[src/rtl/tt_vector_player.sv]
// Vector replay engine for a Tiny Tapeout style pin interface: loads stimulus/expect
// vectors, resets the DUT, replays each vector for HOLD cycles and scores masked uo_out.
module tt_vector_player #(
  parameter int DEPTH      = 16,
  parameter int HOLD       = 4,
  parameter int RST_CYCLES = 8,
  parameter int CW         = 8,
  localparam int AW        = $clog2(DEPTH)
) (
  input  logic          clk,
  input  logic          rst,
  input  logic          wr_valid,
  output logic          wr_ready,
  input  logic [31:0]   wr_data,
  input  logic          clear,
  input  logic          start,
  output logic          busy,
  output logic          done,
  output logic          pass,
  output logic [CW-1:0] err_count,
  output logic [AW-1:0] first_fail,
  output logic [AW:0]   vec_count,
  output logic [7:0]    dut_ui_in,
  output logic [7:0]    dut_uio_in,
  input  logic [7:0]    dut_uo_out,
  output logic          dut_ena,
  output logic          dut_rst_n
);

  localparam int CMAX = (HOLD > RST_CYCLES) ? HOLD : RST_CYCLES;
  localparam int CNTW = $clog2(CMAX + 1);
  localparam logic [CNTW-1:0] HOLD_LAST = CNTW'(HOLD - 1);
  localparam logic [CNTW-1:0] RST_LAST  = CNTW'(RST_CYCLES - 1);
  localparam logic [AW:0]     DEPTH_V   = (AW+1)'(DEPTH);

  typedef enum logic [1:0] {S_IDLE, S_RESET, S_APPLY, S_DONE} state_t;

  state_t          state_q, state_d;
  logic [CNTW-1:0] cnt_q, cnt_d;
  logic [AW-1:0]   idx_q, idx_d;
  logic [AW-1:0]   idx_inc;
  logic [AW:0]     vec_count_q, vec_count_d;
  logic [31:0]     vec_q, vec_d;
  logic            cmp_vld_q, cmp_vld_d;
  logic            cmp_last_q, cmp_last_d;
  logic [7:0]      uo_cap_q, uo_cap_d;
  logic [7:0]      cmp_exp_q, cmp_exp_d;
  logic [7:0]      cmp_mask_q, cmp_mask_d;
  logic [AW-1:0]   cmp_idx_q, cmp_idx_d;
  logic [CW-1:0]   err_q, err_d;
  logic [AW-1:0]   first_fail_q, first_fail_d;
  logic            done_q, done_d;
  logic            pass_q, pass_d;
  logic            busy_q, busy_d;
  logic            wr_ready_q, wr_ready_d;
  logic            ena_q, ena_d;
  logic            rst_n_q, rst_n_d;
  logic            wr_en;
  logic            mismatch;
  logic            last_vec;

  logic [31:0] mem [DEPTH];

  always_ff @(posedge clk) begin
    if (wr_en) begin
      mem[vec_count_q[AW-1:0]] <= wr_data;
    end
  end

  assign idx_inc  = idx_q + 1'b1;
  assign last_vec = ({1'b0, idx_q} == (vec_count_q - 1'b1));
  // The compare runs one cycle behind the capture so it overlaps the next vector.
  assign mismatch = |((uo_cap_q ^ cmp_exp_q) & cmp_mask_q);

  always_comb begin
    state_d      = state_q;
    cnt_d        = cnt_q;
    idx_d        = idx_q;
    vec_count_d  = vec_count_q;
    vec_d        = vec_q;
    cmp_vld_d    = 1'b0;
    cmp_last_d   = cmp_last_q;
    uo_cap_d     = uo_cap_q;
    cmp_exp_d    = cmp_exp_q;
    cmp_mask_d   = cmp_mask_q;
    cmp_idx_d    = cmp_idx_q;
    err_d        = err_q;
    first_fail_d = first_fail_q;
    done_d       = done_q;
    pass_d       = pass_q;
    busy_d       = busy_q;
    ena_d        = ena_q;
    rst_n_d      = rst_n_q;
    wr_en        = 1'b0;

    if (cmp_vld_q && mismatch) begin
      if (err_q == '0) first_fail_d = cmp_idx_q;
      if (err_q != {CW{1'b1}}) err_d = err_q + 1'b1;
    end

    case (state_q)
      S_IDLE, S_DONE: begin
        if (clear) begin
          vec_count_d  = '0;
          err_d        = '0;
          first_fail_d = '0;
          done_d       = 1'b0;
          pass_d       = 1'b0;
          ena_d        = 1'b0;
          state_d      = S_IDLE;
        end else begin
          if (wr_valid && wr_ready_q) begin
            wr_en       = 1'b1;
            vec_count_d = vec_count_q + 1'b1;
          end
          if (start) begin
            err_d        = '0;
            first_fail_d = '0;
            done_d       = 1'b0;
            pass_d       = 1'b0;
            // An empty store finishes immediately without touching the DUT reset.
            if (vec_count_d == '0) begin
              state_d = S_DONE;
              done_d  = 1'b1;
              pass_d  = 1'b1;
            end else begin
              state_d    = S_RESET;
              busy_d     = 1'b1;
              cnt_d      = '0;
              rst_n_d    = 1'b0;
              ena_d      = 1'b1;
              vec_d      = '0;
              cmp_last_d = 1'b0;
            end
          end
        end
      end
      S_RESET: begin
        if (cnt_q == RST_LAST) begin
          state_d = S_APPLY;
          cnt_d   = '0;
          idx_d   = '0;
          vec_d   = mem[0];
          rst_n_d = 1'b1;
        end else begin
          cnt_d = cnt_q + 1'b1;
        end
      end
      S_APPLY: begin
        if (cmp_last_q) begin
          state_d    = S_DONE;
          cmp_last_d = 1'b0;
          busy_d     = 1'b0;
          done_d     = 1'b1;
          pass_d     = (err_d == '0);
        end else if (cnt_q == HOLD_LAST) begin
          cmp_vld_d  = 1'b1;
          uo_cap_d   = dut_uo_out;
          cmp_exp_d  = vec_q[15:8];
          cmp_mask_d = vec_q[7:0];
          cmp_idx_d  = idx_q;
          cnt_d      = '0;
          if (last_vec) begin
            cmp_last_d = 1'b1;
          end else begin
            idx_d = idx_inc;
            vec_d = mem[idx_inc];
          end
        end else begin
          cnt_d = cnt_q + 1'b1;
        end
      end
      default: state_d = S_IDLE;
    endcase

    wr_ready_d = ((state_d == S_IDLE) || (state_d == S_DONE)) && (vec_count_d < DEPTH_V);
  end

  always_ff @(posedge clk or posedge rst) begin
    if (rst) begin
      state_q      <= S_IDLE;
      cnt_q        <= '0;
      idx_q        <= '0;
      vec_count_q  <= '0;
      vec_q        <= '0;
      cmp_vld_q    <= 1'b0;
      cmp_last_q   <= 1'b0;
      uo_cap_q     <= '0;
      cmp_exp_q    <= '0;
      cmp_mask_q   <= '0;
      cmp_idx_q    <= '0;
      err_q        <= '0;
      first_fail_q <= '0;
      done_q       <= 1'b0;
      pass_q       <= 1'b0;
      busy_q       <= 1'b0;
      wr_ready_q   <= 1'b1;
      ena_q        <= 1'b0;
      rst_n_q      <= 1'b0;
    end else begin
      state_q      <= state_d;
      cnt_q        <= cnt_d;
      idx_q        <= idx_d;
      vec_count_q  <= vec_count_d;
      vec_q        <= vec_d;
      cmp_vld_q    <= cmp_vld_d;
      cmp_last_q   <= cmp_last_d;
      uo_cap_q     <= uo_cap_d;
      cmp_exp_q    <= cmp_exp_d;
      cmp_mask_q   <= cmp_mask_d;
      cmp_idx_q    <= cmp_idx_d;
      err_q        <= err_d;
      first_fail_q <= first_fail_d;
      done_q       <= done_d;
      pass_q       <= pass_d;
      busy_q       <= busy_d;
      wr_ready_q   <= wr_ready_d;
      ena_q        <= ena_d;
      rst_n_q      <= rst_n_d;
    end
  end

  assign wr_ready   = wr_ready_q;
  assign busy       = busy_q;
  assign done       = done_q;
  assign pass       = pass_q;
  assign err_count  = err_q;
  assign first_fail = first_fail_q;
  assign vec_count  = vec_count_q;
  assign dut_ui_in  = vec_q[31:24];
  assign dut_uio_in = vec_q[23:16];
  assign dut_ena    = ena_q;
  assign dut_rst_n  = rst_n_q;

endmodule
[config.mk]
export PLATFORM = sky130hd
export DESIGN_NAME = tt_vector_player
export DESIGN_NICKNAME = d
export VERILOG_FILES = /design/src/rtl/tt_vector_player.sv
export SDC_FILE = /design/constraint.sdc
export NUM_CORES = 1
export LEC_CHECK = 0
export CORE_UTILIZATION = 66
export DETAILED_ROUTE_END_ITERATION = 12
export PLACE_DENSITY = 0.9
export SYNTH_ARGS = -nofsm -noshare
export SYNTH_HDL_FRONTEND = slang
export SYNTH_SLANG_ARGS = --single-unit
[constraint.sdc]
create_clock -name clk -period 11 [get_ports clk]
set_input_delay 2.75 -clock clk [delete_from_list [all_inputs] [get_ports clk]]
set_output_delay 2.75 -clock clk [all_outputs]
set_load 0.01 [all_outputs]
* Yosys cells after proc, flatten, opt, wreduce, memory -nomap -nowiden
Memories as Yosys holds them, arrays and structs flattened.
Cells that the tools add are included.
** Word-level totals
- Latch bits :: 0
- Bits of input ports :: 45
- Bits in read-only memories :: 0
- Word-level logic and storage cells :: 142
- Memories :: 1
- Register bits after elaboration :: 95
- Bits in writable memories :: 512
- Output and inout port bits :: 39
** Memories
- mem :: depth 16, width 32, rd ports 2, clocked after Yosys merged registers in 0, write ports 1, RTL line 62 : logic [31:0] mem [DEPTH];
** Operators by class
- $mul :: 0
- Order comparisons :: 1
- Bitwise operators :: 3
- Shifts and indexed selects :: 0
- Multiplexer cells :: 71
- Equality and inequality tests :: 18
- Divide/modulo/power cells :: 0
- Reductions and logical operators :: 24
- Add/subtract/negate cells :: 5
** Operators by type and width (number)
- 2-to-1 mux 32 bit :: 7
- case mux 32 bit (3 select lines) :: 1
- 2-to-1 mux 4 bit :: 15
- 2-to-1 mux 8 bit :: 5
- 2-to-1 mux 1 bit :: 25
- 2-to-1 mux 5 bit :: 5
- != test 2 bit, second input constant :: 9
- zero test 8 bit :: 2
- AND reduction 5 bit :: 3
- case mux 4 bit (3 select lines) :: 1
- 2-to-1 mux 2 bit :: 5
- case mux 1 bit (2 select lines) :: 5
- AND reduction 3 bit :: 3
- adder 4 x 1 -> 4 bit, second input constant :: 2
- adder 8 x 1 -> 8 bit, second input constant :: 1
- bitwise AND 8 bit :: 1
- != test 8 bit, second input constant :: 1
- case mux 4 bit (2 select lines) :: 1
- AND reduction 4 bit :: 2
- nonzero test 2 bit :: 4
- OR reduction 8 bit :: 1
- bitwise XOR 8 bit :: 1
- AND reduction 7 bit :: 1
- equality test 2 bit, second input constant :: 3
- other kinds (15) :: 18

* Logic depth before layout (Yosys ltp)
- Depth in word-level cells :: 12
- Gate-level depth with buffers :: 9
- Depth with buffers taken out :: 8

* Least setup slack after synthesis
OpenSTA, ideal clock, no wires.
- Path kind :: in2reg
- From :: input port clear
- To :: memory mem[0][0], enable pin
- Setup slack :: 4.913 ns
- Data required time :: 10.539 ns
- Setup time :: 0.461 ns
- Arrival time :: 5.626 ns
- Buffers on the path :: 1
- Stages on the path :: 5
- Cells stage by stage :: clkbuf_1 nand2b_1 nor2_1 nand2_1 nor3_1
** On the way
- Cells in the longest elaborated chain, start to end :: 4
** RTL lines
- start: declaration :: RTL line 15 : input logic clear,
- 2-to-1 mux 1 bit :: RTL line 103 : if (clear) begin
- 2-to-1 mux 1 bit :: RTL line 101 : case (state_q)
- 2-to-1 mux 1 bit :: RTL line 65 : if (wr_en) begin
- 2-to-1 mux 1 bit (implied by the code) :: RTL line 66 : mem[vec_count_q[AW-1:0]] <= wr_data;
- end: declaration :: RTL line 62
No other way between the ends.

* Worst setup path in the final report
- From :: input port clear
- To :: memory mem[13][12], enable pin
Same word-level chain as after synthesis.

==> flow_summary_export.csv <==
group,metric,value,unit
run_status,outcome,"completed",
die,die_area,37500,um^2
logic_synthesis,synth_ff_type,"edfxtp_1",
clocking,cts_root_buf,"clkbuf_16",
logic_synthesis,synth.largest_area_cell,"edfxtp_1",
logic_synthesis,synth_edf_count,512,
min_path,hold_class,"reg -> reg",
global_routing,grt_pass1_vias,13600,
logic_synthesis,synth_nets,1366,
logic_synthesis,yosys_warnings,0,
logic_synthesis,async_reset_ff_share,15.7,%
cells_and_area,layout_commonest_cell,"edfxtp_1",
global_routing,grt_start_max_net_pins,114,
global_routing,antenna_found_initial,0,
sta,tns,0,ps
global_routing,grt_first_pass_wirelength,83100,um
cells_and_area,final_cells,1888,
power,powerDensity,240,nW/um^2
detailed_routing,drt_iter0_drc,1492,
sta,period_share,47.2,%
sta,fmax,193,MHz
die,dieWidth,194,um
sta,relSlewSlack,9.26,%
die,fp.dieH,194,um
sta,fin_crit,5190,ps
placed_design,gp_congestion,0.836,
clocking,numClockSinks,607,
critical_path,crit_type,"in -> reg",
placed_design,dp.cells,1783,
logic_synthesis,synthMuxAreaShare,15.0,%
cells_and_area,area_growth,12.9,%
critical_path,slowest_delay,1090,ps
cells_and_area,mostFrequentLayoutCells,"edfxtp_1 (512), mux4_2 (128), nand2_1 (100)",
critical_path,start_kind,"primary input",
logic_synthesis,synth_top_area_share,63.4,%
critical_path,critPathCaptureType,"register",
sta,drv_slew,0,
clocking,post-cts-setup-buffer-count,0,
clocking,ctsHoldBuffers,0,
power,ir_drop,236,uV
critical_path,critPathArrivalTime,5400,ps
logic_synthesis,synth_fa_ha_area_share,0.516,%
global_routing,grt.overflow.total,0,
placed_design,hpwl,30000,um
clocking,ctsHtreeMaxLevel,2,
sta,finalHoldViolCount,0,
die,coreArea,35800,um^2
die,initial_core_util,67.7,%
die,ios,84,
detailed_routing,vias,13000,
logic_synthesis,ys_ff_latch,607,
global_routing,grt_usage,30.4,%
cells_and_area,num_antenna_cells,0,
detailed_routing,viasPerCell,6.89,
clocking,cts_resized,0,
clocking,max-clock-path-buffers,3,
detailed_routing,post-route-drc-count,0,
sta,clock_skew,24.8,ps
critical_path,cp_max_fo,32,
cells_and_area,drive_above_1_share,18.7,%
die,rows,69,
power,power.leakage,8.97,nW
placed_design,numPortBuffers,83,
sta,finalSetupViolCount,0,
clocking,cts_tree,"yes",
logic_synthesis,postSynthCellCount,1311,
cells_and_area,nets,1436,
cells_and_area,fin_util,76.4,%
logic_synthesis,synth_cell_types,61,
logic_synthesis,syn_avg_cell_area,18.5,um^2
detailed_routing,dr.pass1.iters,6,
sta,rsz0062_at_grt,"false",
clocking,clk_latency,620,ps
critical_path,critPathSlowestCell,"nor2_4",
logic_synthesis,synth_xor_xnor_area_share,0.650,%
critical_path,ff2ff_path_depth,7,
min_path,min_path_cells,2,
sta,worstMarginPinSlew,1360,ps
logic_synthesis,synth-simple-area-share,3.97,%
logic_synthesis,synth_compound_area_share,4.39,%
clocking,numCtsBuffers,57,
critical_path,critical_path.cell_chain,"clkdlybuf4s50_1 > nand2b_1 > nor2_1 > nand2_1 > nor2_4",
critical_path,cp_data_required_time,11210,ps
logic_synthesis,seq_area_frac_synth,73.2,%
logic_synthesis,synth_top_family_by_area,"multiplexers",
logic_synthesis,syn_area,24300,um^2
logic_synthesis,synth_area_leaders,"edfxtp_1 (63%), mux4_2 (12%), dfrtp_1 (9.7%)",
detailed_routing,wl,55200,um
run,drv_cap,0,
detailed_routing,avgRoutedWirePerCell,29.2,um
clocking,clk_pin_slew,60,ps
detailed_routing,final_antenna_net_count,0,
critical path, delay by kind of cell:
family                 cells  cell delay [ps]
buffers and inverters      1              630
AND/OR/NAND/NOR            4             2000
logic make-up (layout without fill, tap and decap cells):
group / Yosys count / in the layout
AO/OA/AOI/OAI: 157 / 157
flip-flops: 607 / 607
XOR/XNOR: 18 / 18
adder cells (fa/ha/maj): 10 / 10
buffers and inverters: 109 / 225
multiplexers: 204 / 204
AND/OR/NAND/NOR: 206 / 206
Yosys cell counts, types with 2 or more instances:
| cell | number |
|---|---|
| inv_1 | 21 |
| and2_1 | 4 |
| o21a_1 | 2 |
| nor3_1 | 15 |
| xnor2_1 | 5 |
| nand2_1 | 100 |
| or4_1 | 2 |
| clkbuf_1 | 37 |
| ha_1 | 10 |
| nand3_1 | 19 |
| buf_4 | 19 |
| o2bb2ai_1 | 32 |
| nand3b_1 | 3 |
| nor2_1 | 33 |
| a21oi_1 | 46 |
| mux4_2 | 128 |
| edfxtp_1 | 512 |
| o211ai_1 | 2 |
| a21bo_2 | 2 |
| xor2_1 | 13 |
| nor2b_1 | 5 |
| nand4_1 | 5 |
| and3_1 | 6 |
| nand2b_1 | 2 |
| o22ai_1 | 36 |
| a22oi_1 | 6 |
| dfrtp_1 | 94 |
| buf_1 | 3 |
| o21ai_0 | 9 |
| a41oi_1 | 3 |
| buf_6 | 4 |
| a31o_2 | 2 |
| or3_4 | 2 |
| mux2_2 | 2 |
| a211oi_1 | 2 |
| a31oi_1 | 4 |
| mux2i_1 | 74 |
| buf_2 | 24 |
sequential cells by signal (all words and copies together), names as in the netlist, 2 cells and up:
signal,cells
err_count,8
vec_count,5
mem,512
state_q,2
cmp_idx_q,4
cmp_exp_q,8
first_fail,4
cnt_q,4
cmp_mask_q,8
uo_cap_q,8
vec_q,32
idx_q,4
area by class of cell:
class | instances | area [um^2]
tap | 461 | 577
sequential | 607 | 17800
inverter | 21 | 81.3
clock inverter | 41 | 469
clock buffer | 64 | 1450
fill | 1854 | 8440
timing repair buffer | 99 | 963
multi-input combinational | 595 | 6090
path summary, 6_finish.rpt:
check / slack (ps) / endpoint / start
hold / removal: 480 / cmp_mask_q[1] / cmp_mask_q[1]
hold reg to reg: 480 / cmp_mask_q[1] / cmp_mask_q[1]
setup / recovery: 5810 / mem[13][12] / clear
max in group asynchronous: 7220 / idx_q[0] / rst
setup reg to reg: 7470 / vec_q[0] / idx_q[0]
min in group asynchronous: 2560 / cnt_q[0] / rst
per-layer routing:
layer / part of all wire, % / track usage [%] / vias to the layer above
met4: 4.0 / 12.6 / 0
met2: 50 / 50.7 / 846
met5: 0 / 0 / -
met1: 36 / 40.2 / 6633
met3: 9.5 / 5.32 / 152
li1: - / - / 5368
metrics by stage:
stage                     hold slack, ps  setup WS (ps)  area, um^2  total power [W]
after floorplan                      439           4910       24300          0.00403
after global placement               460           5420       25500          0.00443
after detailed placement             466           5230       25500          0.00452
after CTS                            481           5840       27400          0.00656
after global routing                 513           5640       27400          0.00677
final                                480           5810       27400          0.00656
where the power goes:
group	total [W]	switching (W)	internal [W]	leakage (nW)
Combinational	0.00181	0.00103	0.000784	2.19
Sequential	0.00272	0.000115	0.00261	5.85
Clock	0.00203	0.000864	0.00116	0.929
Total	0.00656	0.00201	0.00456	8.97
Power figures use the tool's default switching activity.
